==> config.mk <==
export PLATFORM = sky130hd
export DESIGN_NAME = serial_add_sub
export DESIGN_NICKNAME = d
export VERILOG_FILES = /design/src/rtl/serial_add_sub.sv
export SDC_FILE = /design/constraint.sdc
export NUM_CORES = 1
export LEC_CHECK = 0
export CAP_MARGIN = 30
export CELL_PAD_IN_SITES_DETAIL_PLACEMENT = 0
export CELL_PAD_IN_SITES_GLOBAL_PLACEMENT = 1
export CORE_MARGIN = 2
export CORE_UTILIZATION = 43
export CTS_BUF_LIST = sky130_fd_sc_hd__clkbuf_8
export DETAILED_ROUTE_END_ITERATION = 16
export HOLD_SLACK_MARGIN = 0.1
export PLACE_DENSITY_LB_ADDON = 0.1
export SLEW_MARGIN = 0
export SYNTH_ARGS = -nofsm -noshare
export SYNTH_HDL_FRONTEND = slang
export SYNTH_SLANG_ARGS = --single-unit
==> constraint.sdc <==
create_clock -name clk -period 3 [get_ports clk]
set_input_delay 0.3 -clock clk [delete_from_list [all_inputs] [get_ports clk]]
set_output_delay 0.3 -clock clk [all_outputs]
set_load 0.03 [all_outputs]
==> src/rtl/serial_add_sub.sv <==
// Bit-serial adder/subtractor: one full-adder bit per clock, LSB first,
// with valid/ready handshakes on both the operand and the result side.
module serial_add_sub #(
    parameter int WIDTH = 8
) (
    input  logic             clk,
    input  logic             rst_n,
    input  logic             in_valid,
    output logic             in_ready,
    input  logic [WIDTH-1:0] A,
    input  logic [WIDTH-1:0] B,
    input  logic             Cin,
    input  logic             Sub,
    output logic             out_valid,
    input  logic             out_ready,
    output logic [WIDTH-1:0] Sum,
    output logic             Cout,
    output logic             busy
);

    localparam int CW = $clog2(WIDTH) + 1;
    localparam int IW = $clog2(WIDTH);

    typedef enum logic [1:0] {
        IDLE,
        RUN,
        DONE
    } state_t;

    state_t           state;
    logic [CW-1:0]    cnt;
    logic             carry;
    logic [WIDTH-1:0] result;
    logic             cout_reg;
    logic [WIDTH-1:0] a_reg;
    logic [WIDTH-1:0] b_reg;

    logic [IW-1:0]    idx;
    logic             abit;
    logic             bbit;
    logic             sum_bit;
    logic             carry_nxt;
    logic             last;

    assign idx       = cnt[IW-1:0];
    assign abit      = a_reg[idx];
    assign bbit      = b_reg[idx];
    assign sum_bit   = abit ^ bbit ^ carry;
    assign carry_nxt = (abit & bbit) | (abit & carry) | (bbit & carry);
    assign last      = (cnt == CW'(WIDTH - 1));

    // NOTE: operand registers are only read while in RUN after a load, so
    // they carry no reset; this keeps them out of the async-reset flop group.
    always_ff @(posedge clk) begin
        if (state == IDLE && in_valid) begin
            a_reg <= A;
            b_reg <= B ^ {WIDTH{Sub}};
        end
    end

    // NOTE: all state updates use non-blocking assignments so every register
    // sees pre-edge values, independent of statement order.
    always_ff @(posedge clk or negedge rst_n) begin
        if (!rst_n) begin
            state     <= IDLE;
            cnt       <= '0;
            carry     <= 1'b0;
            result    <= '0;
            cout_reg  <= 1'b0;
            in_ready  <= 1'b1;
            out_valid <= 1'b0;
            busy      <= 1'b0;
        end else begin
            case (state)
                IDLE: begin
                    if (in_valid) begin
                        // Subtract is A + ~B + 1, with the borrow-in folded into the carry.
                        carry    <= Cin ^ Sub;
                        cnt      <= '0;
                        state    <= RUN;
                        in_ready <= 1'b0;
                        busy     <= 1'b1;
                    end
                end
                RUN: begin
                    result <= {sum_bit, result[WIDTH-1:1]};
                    carry  <= carry_nxt;
                    if (last) begin
                        cout_reg  <= carry_nxt;
                        state     <= DONE;
                        busy      <= 1'b0;
                        out_valid <= 1'b1;
                    end else begin
                        cnt <= cnt + 1'b1;
                    end
                end
                DONE: begin
                    if (out_ready) begin
                        state     <= IDLE;
                        out_valid <= 1'b0;
                        in_ready  <= 1'b1;
                    end
                end
                default: begin
                    state     <= IDLE;
                    in_ready  <= 1'b1;
                    out_valid <= 1'b0;
                    busy      <= 1'b0;
                end
            endcase
        end
    end

    assign Sum  = result;
    assign Cout = cout_reg;

endmodule

==> results of run 1 <==
==> layer usage <==
layer / GRT usage (%) / part of all wire [%] / vias up
li1: - / - / 459
met1: 17.18 / 41 / 471
met2: 23.85 / 50 / 29
met3: 5.137 / 6.9 / 5
met4: 7.031 / 2.1 / 0
met5: 0 / 0 / -
==> Yosys cell counts, types with 2 or more instances <==
library cell	instances	area, um2
nand3_1	3	15.01
a21oi_1	2	10.01
edfxtp_1	16	480.5
nor2_1	7	26.28
mux2_2	3	33.78
mux4_2	3	67.56
nand2b_1	2	12.51
o221ai_1	2	17.52
xor2_1	9	78.83
o21ai_0	2	10.01
dfrtp_1	18	450.4
inv_1	5	18.77
buf_6	6	67.56
nand2_1	4	15.01
mux2_4	4	60.06
mux2i_1	3	30.03
==> cell families after synthesis <==
kind of cell / count (synthesis)
compound gates: 14
flops: 35
buf+inv: 13
fa+ha+maj: 2
simple gates: 23
mux: 14
xor+xnor: 9
==> metrics by stage <==
step	util (%)	cells	setup WS, ns	cell area [um2]
finish	56.37	192	0.9929	2048
detailed placement	53.27	184	0.9885	1936
floorplan	-	110	0.6982	1613
global route	56.37	192	0.8355	2048
global placement	53.27	184	1.052	1936
CTS	56.37	192	0.9624	2048
==> worst reg2reg max path: cells and delay by family, from the launching register on <==
family	cells	cell delay, ns
AO/OA/AOI/OAI	1	0.16
adder cells (fa/ha/maj)	1	0.45
flip-flops	1	0.53
multiplexers	2	0.79
==> final timing paths <==
kind | endpoint | cells after the start
min reg2reg | out_valid$_DFFE_PN0P_ | 2
max in group asynchronous | Sum[7]$_DFFE_PN0P_ | 1
max reg2reg | Sum[7]$_DFFE_PN0P_ | 4
max | Sum[7]$_DFFE_PN0P_ | 4
min | cnt[2]$_DFFE_PN0P_ | 1
min in group clk | out_valid$_DFFE_PN0P_ | 2
==> power by group <==
group,internal (W),switching [W],leakage [nW]
registers,0.000681,0.000145,0.376
clock network,0.000247,0.000176,0.0581
logic,0.000442,0.000414,0.385
==> cell type report <==
| class | count | area [um2] | share of cell area [%] |
|---|---|---|---|
| Clock buffer | 5 | 68.82 | 3.360 |
| Sequential cell | 35 | 957.2 | 46.73 |
| Tap cell | 48 | 60.06 | 2.932 |
| Multi-Input combinational cell | 62 | 561.8 | 27.43 |
| Timing Repair Buffer | 34 | 337.8 | 16.49 |
| Clock inverter | 3 | 43.79 | 2.138 |
| Inverter | 5 | 18.77 | 0.9163 |
==> run metrics, run 1 <==
Skew-Pair Late Insertion Delay=0.29 ns; area grow syn2layout=27.00%; type of the worst min-delay path=in -> async; die area=4256 um2; Min Hold Slack=0.4771 ns; Pre-antenna DRT Iters=5; CTS resizes=0; H-tree levels=2; CP Cell Sequence=mux4_1, mux2i_1, fa_1, o21ai_0; post-synthesis sequential area ratio=59.35%; Avg Cell Area, Syn=14.66 um2; Setup violations, final=0; CTS tree=yes; CTS Root Cell=clkbuf_8; DR vias/cell=5.021; Worst VDD drop=0.4110 mV; Crit Path Category=reg -> reg; Worst Path Required=3.21 ns; Worst Path Max Fanout=7; initial antenna violation count=0; RD Place Congestion=0.6834; initial core utilization=44.39%; Post-Syn Nets=134; final slew viol count=0; Post-CTS Hold Fix Bufs=0; vias in the first global route=972; clock buffer depth=2; Ys Warns=0; Sum Neg Setup Slack=0 ns; min cycle time layout=2.007 ns; Critical path origin=cnt[1]$_DFFE_PN0P_; first-pass GRT wire length=4.491 mm; crit-path leading delay family=multiplexers; Final ANT Viol Nets=0; Worst path max stage delay=0.59 ns; WL per Instance=13.35 um; most common cell after layout, fill and taps aside=clkdlybuf4s50_1; commonest register cell after synthesis=dfrtp_1; Arr. time, crit path=2.22 ns; synth unique cells=37; grt total ovfl=0; CP endpoint kind=register; Residual DRC=0; Total Power=0.002106 W; Reg2Reg Launch Point=cnt[1]$_DFFE_PN0P_; Die Span Y=65.24 um; Total Wirelength=2.564 mm; R2R Setup Slk=0.99 ns; compound-gate portion of the synthesized area=6.129%; Least-Margin Pin Slew=0.8250 ns; power per cell area=1028 nW/um2; f_max=498.2 MHz; GRT Util Overall=14.61%; CP max-delay cell=mux4_1; xor/xnor cell area share of the yosys netlist=4.888%; layout cell share with drive strength beyond 1=15.97%; IO Pins=34; most frequent cells in the layout=clkdlybuf4s50_1 (33), dfrtp_1 (18), edfxtp_1 (16), xor2_1 (9), nor2_1 (7); Post-Syn Area=1613 um2; Post-synth EDFFs=16; clock sinks=35; Final Hold Fails=0; HPWL Detailed=1.861 mm; ys async rst share=54.29%; CP startpoint kind=register; CTS Buf Count=5; Seq cells post-synth=35; largest family of logic cells by synthesized area=multiplexers; post-synthesis mux area share=13.50%; fin nets=167; Rows=22; Synth Area in Adders=2.017%; leakage power=0.8193 nW; CP Buf/Inv Count=0; die width=65.24 um; n_diodes=0; Post-CTS Setup Bufs=0; largest net degree at the start of global routing=20; maxcap violations=0; RSZ-0062 raised after global routing=false; outcome=completed; Gate Count Post-Synth=110; Fin Clk Skew=0.009417 ns; Slew HR=44.83%; DR vias=964; drt initial violations=47; Final Cycle Share=66.90%; Buffers on Ports=33; simple-gate share of the synthesized area=7.991%; Filler cells=324; clock-pin slew on the worst setup and hold paths=0.08 ns; Core Box Area=3633 um2
Power figures use the tool's default switching activity.
==> inputs of run 2 (changes only) <==
--- a/config.mk
+++ b/config.mk
@@ -9,7 +9,7 @@
 export CELL_PAD_IN_SITES_DETAIL_PLACEMENT = 0
 export CELL_PAD_IN_SITES_GLOBAL_PLACEMENT = 1
 export CORE_MARGIN = 2
-export CORE_UTILIZATION = 43
+export CORE_UTILIZATION = 38
 export CTS_BUF_LIST = sky130_fd_sc_hd__clkbuf_8
 export DETAILED_ROUTE_END_ITERATION = 16
 export HOLD_SLACK_MARGIN = 0.1
==> constraint.sdc (replaced) <==
create_clock -name clk -period 1.8 [get_ports clk]
set_input_delay 0.18 -clock clk [delete_from_list [all_inputs] [get_ports clk]]
set_output_delay 0.18 -clock clk [all_outputs]
set_load 0.03 [all_outputs]
==> run 2 against run 1 <==
Effect of this change: final area increased by 0.92%; largest power group unchanged; total power grew 64%; critical endpoint unchanged; highest routed layer unchanged; first-iteration DRC count fell by 8.5%; core utilization decreased by 5.1 points; clock power increased by 23%; cell count up 3.6%; via count fell by 1.1%; sequential power is 66% higher; non-clock buffer count grew 5.
==> run metrics, run 2 (synthesized netlist as in run 1, its figures left out) <==
most frequent cells in the layout=clkdlybuf4s50_1 (33), dfrtp_1 (17), edfxtp_1 (16), xor2_1 (9); Pre-antenna DRT Iters=4 (-1); maxcap violations=0 (unchanged); grt total ovfl=0 (unchanged); min cycle time layout=1.781 ns (-0.2261 ns); CP Cell Sequence=mux4_2, mux2i_2, fa_1, o21ai_2; Fin Clk Skew=0.002771 ns (-0.006646 ns); CP startpoint kind=register; f_max=561.5 MHz (+13%); Final ANT Viol Nets=0 (unchanged); Worst path max stage delay=0.53 ns (-0.06 ns); Slew HR=69.99% (+25 points); n_diodes=0 (unchanged); Final Worst Setup Slack=0.01895 ns (-0.9739 ns); clock sinks=35 (unchanged); Reg2Reg Launch Point=cnt[1]$_DFFE_PN0P_; Setup WS pre-CTS=-0.1358 ns (-1.124 ns); type of the worst min-delay path=in -> async; CTS tree=yes; R2R Path End=Sum[7]$_DFFE_PN0P_; CTS Root Cell=clkbuf_8; RSZ-0062 raised after global routing=true; R2R Setup Slk=0.02 ns (-0.97 ns); Residual DRC=0 (unchanged); Worst Path Required=2.01 ns (-1.20 ns); die width=69.15 um (+6.0%); Rows=23 (+4.5%); outcome=completed; Core Box Area=4029 um2 (+11%); first-pass GRT wire length=4.464 mm (-0.60%); Reg2Reg Depth=4 (unchanged); non-filler instance count after layout=199 (+3.6%); HPWL Detailed=1.924 mm (+3.4%); H-tree levels=2 (unchanged); Buffers on Ports=33 (unchanged); initial core utilization=40.03% (-4.4 points); Least-Margin Pin Slew=0.4501 ns (-0.3749 ns); Setup violations, final=0 (unchanged); initial antenna violation count=0 (unchanged); die area=4781 um2 (+12%); Worst Path Max Fanout=5 (-2); fin nets=172 (+3.0%); Die Span Y=69.15 um (+6.0%); most common cell after layout, fill and taps aside=clkdlybuf4s50_1; Final Hold Fails=0 (unchanged); CTS Buf Count=5 (unchanged); Inst Count DP=190 (+3.3%); DR vias/cell=4.789 (-4.6%); RD Place Congestion=0.8396 (+23%); final slew viol count=0 (unchanged); Post-CTS Hold Fix Bufs=0 (unchanged); CP endpoint kind=register; Final Cycle Share=98.95% (+32 points); clock buffer depth=2 (unchanged); vias in the first global route=962 (-1.0%); WL per Instance=13.57 um (+1.6%); drt initial violations=43 (-8.5%); Arr. time, crit path=1.99 ns (-0.23 ns); IO Pins=34 (unchanged); area grow syn2layout=28.16%; DR vias=953 (-1.1%); layout cell share with drive strength beyond 1=21.48% (+5.5 points); largest net degree at the start of global routing=18 (-10%); Worst VDD drop=0.6060 mV (+47%); CP max-delay cell=mux4_2; Sum Neg Setup Slack=0 ns (unchanged); leakage power=0.8279 nW (+1.1%); Skew-Pair Late Insertion Delay=0.28 ns (about the same); GRT Util Overall=12.46% (-2.1 points); clock-pin slew on the worst setup and hold paths=0.07 ns (about the same); power per cell area=1675 nW/um2 (+63%); Total Wirelength=2.701 mm (+5.3%); Crit Path Category=reg -> reg
[run 2: cell count changes in the layout (fill, tap and decap cells not counted), sizes merged]
cell / change
clkinv: -1
inv: +2
bufinv: -1
buf: +5
[run 2: how the worst max path moves through the flow]
| stage | slack [ns] | endpoint | start |
|---|---|---|---|
| detailed placement | -0.14 | Sum[7]$_DFFE_PN0P_ | cnt[1]$_DFFE_PN0P_ |
| floorplan | 0.009 | Sum[7]$_DFFE_PN0P_ | cnt[1]$_DFFE_PN0P_ |
| CTS | -0.02 | Sum[7]$_DFFE_PN0P_ | cnt[1]$_DFFE_PN0P_ |
| global placement | -0.07 | Sum[7]$_DFFE_PN0P_ | cnt[1]$_DFFE_PN0P_ |
| global route | -0.10 | Sum[7]$_DFFE_PN0P_ | cnt[1]$_DFFE_PN0P_ |
| finish | 0.02 | Sum[7]$_DFFE_PN0P_ | cnt[1]$_DFFE_PN0P_ |
[run 2: final cells by class]
type                    count  area [um2]
clock buffers               5       68.82
clock inverters             3       12.51
fillers                   359        1962
inverters                   5       18.77
multi-input cells          62       570.5
flip-flops and latches     35       958.4
well taps                  50       62.56
repair buffers             39       375.4
[run 2: worst max-delay path, delay by kind of cell, from the launching register on]
kind | cells | cell delay (ns)
mux | 2 | 0.72
flops | 1 | 0.44
fa+ha+maj | 1 | 0.44
compound gates | 1 | 0.11
[run 2: routing by layer]
metal / wire [um] / GRT usage (%) / part of all wire (%) / up-vias
met2: 1275 / 18.70 / 47 / 26
met5: 0 / 0 / 0 / -
li1: - / - / - / 466
met4: 70 / 7.407 / 2.6 / 0
met3: 161 / 5.994 / 6.0 / 5
met1: 1193 / 14.41 / 44 / 456
[run 2: repair_timing]
item / CTS / global route
resized for setup: 4 / 3
gates cloned: 0 / 0
pin swaps: 2 / 1
buffers inserted: 1 / 0
endpoints found under the setup margin: 1 / 2
[run 2: through the flow]
step	utilization [%]	hold WS, ns	total power (W)	cell area, um2
3_3_place_gp	48.85	0.4710	0.002846	1968
6_report	51.30	0.1667	0.003462	2067
2_1_floorplan	-	-0.1156	0.002477	1618
5_1_grt	51.30	0.1719	0.003697	2067
4_1_cts	51.09	0.1651	0.003473	2058
3_5_place_dp	48.85	0.4799	0.002885	1968
[run 2: report_power, final]
part / total (W) / internal (W) / switching [W] / leakage [nW]
combinational: 0.00157 / 0.000819 / 0.000752 / 0.403
sequential: 0.00137 / 0.00114 / 0.000228 / 0.375
clock: 0.000523 / 0.000260 / 0.000264 / 0.0505
total: 0.00346 / 0.00222 / 0.00124 / 0.828
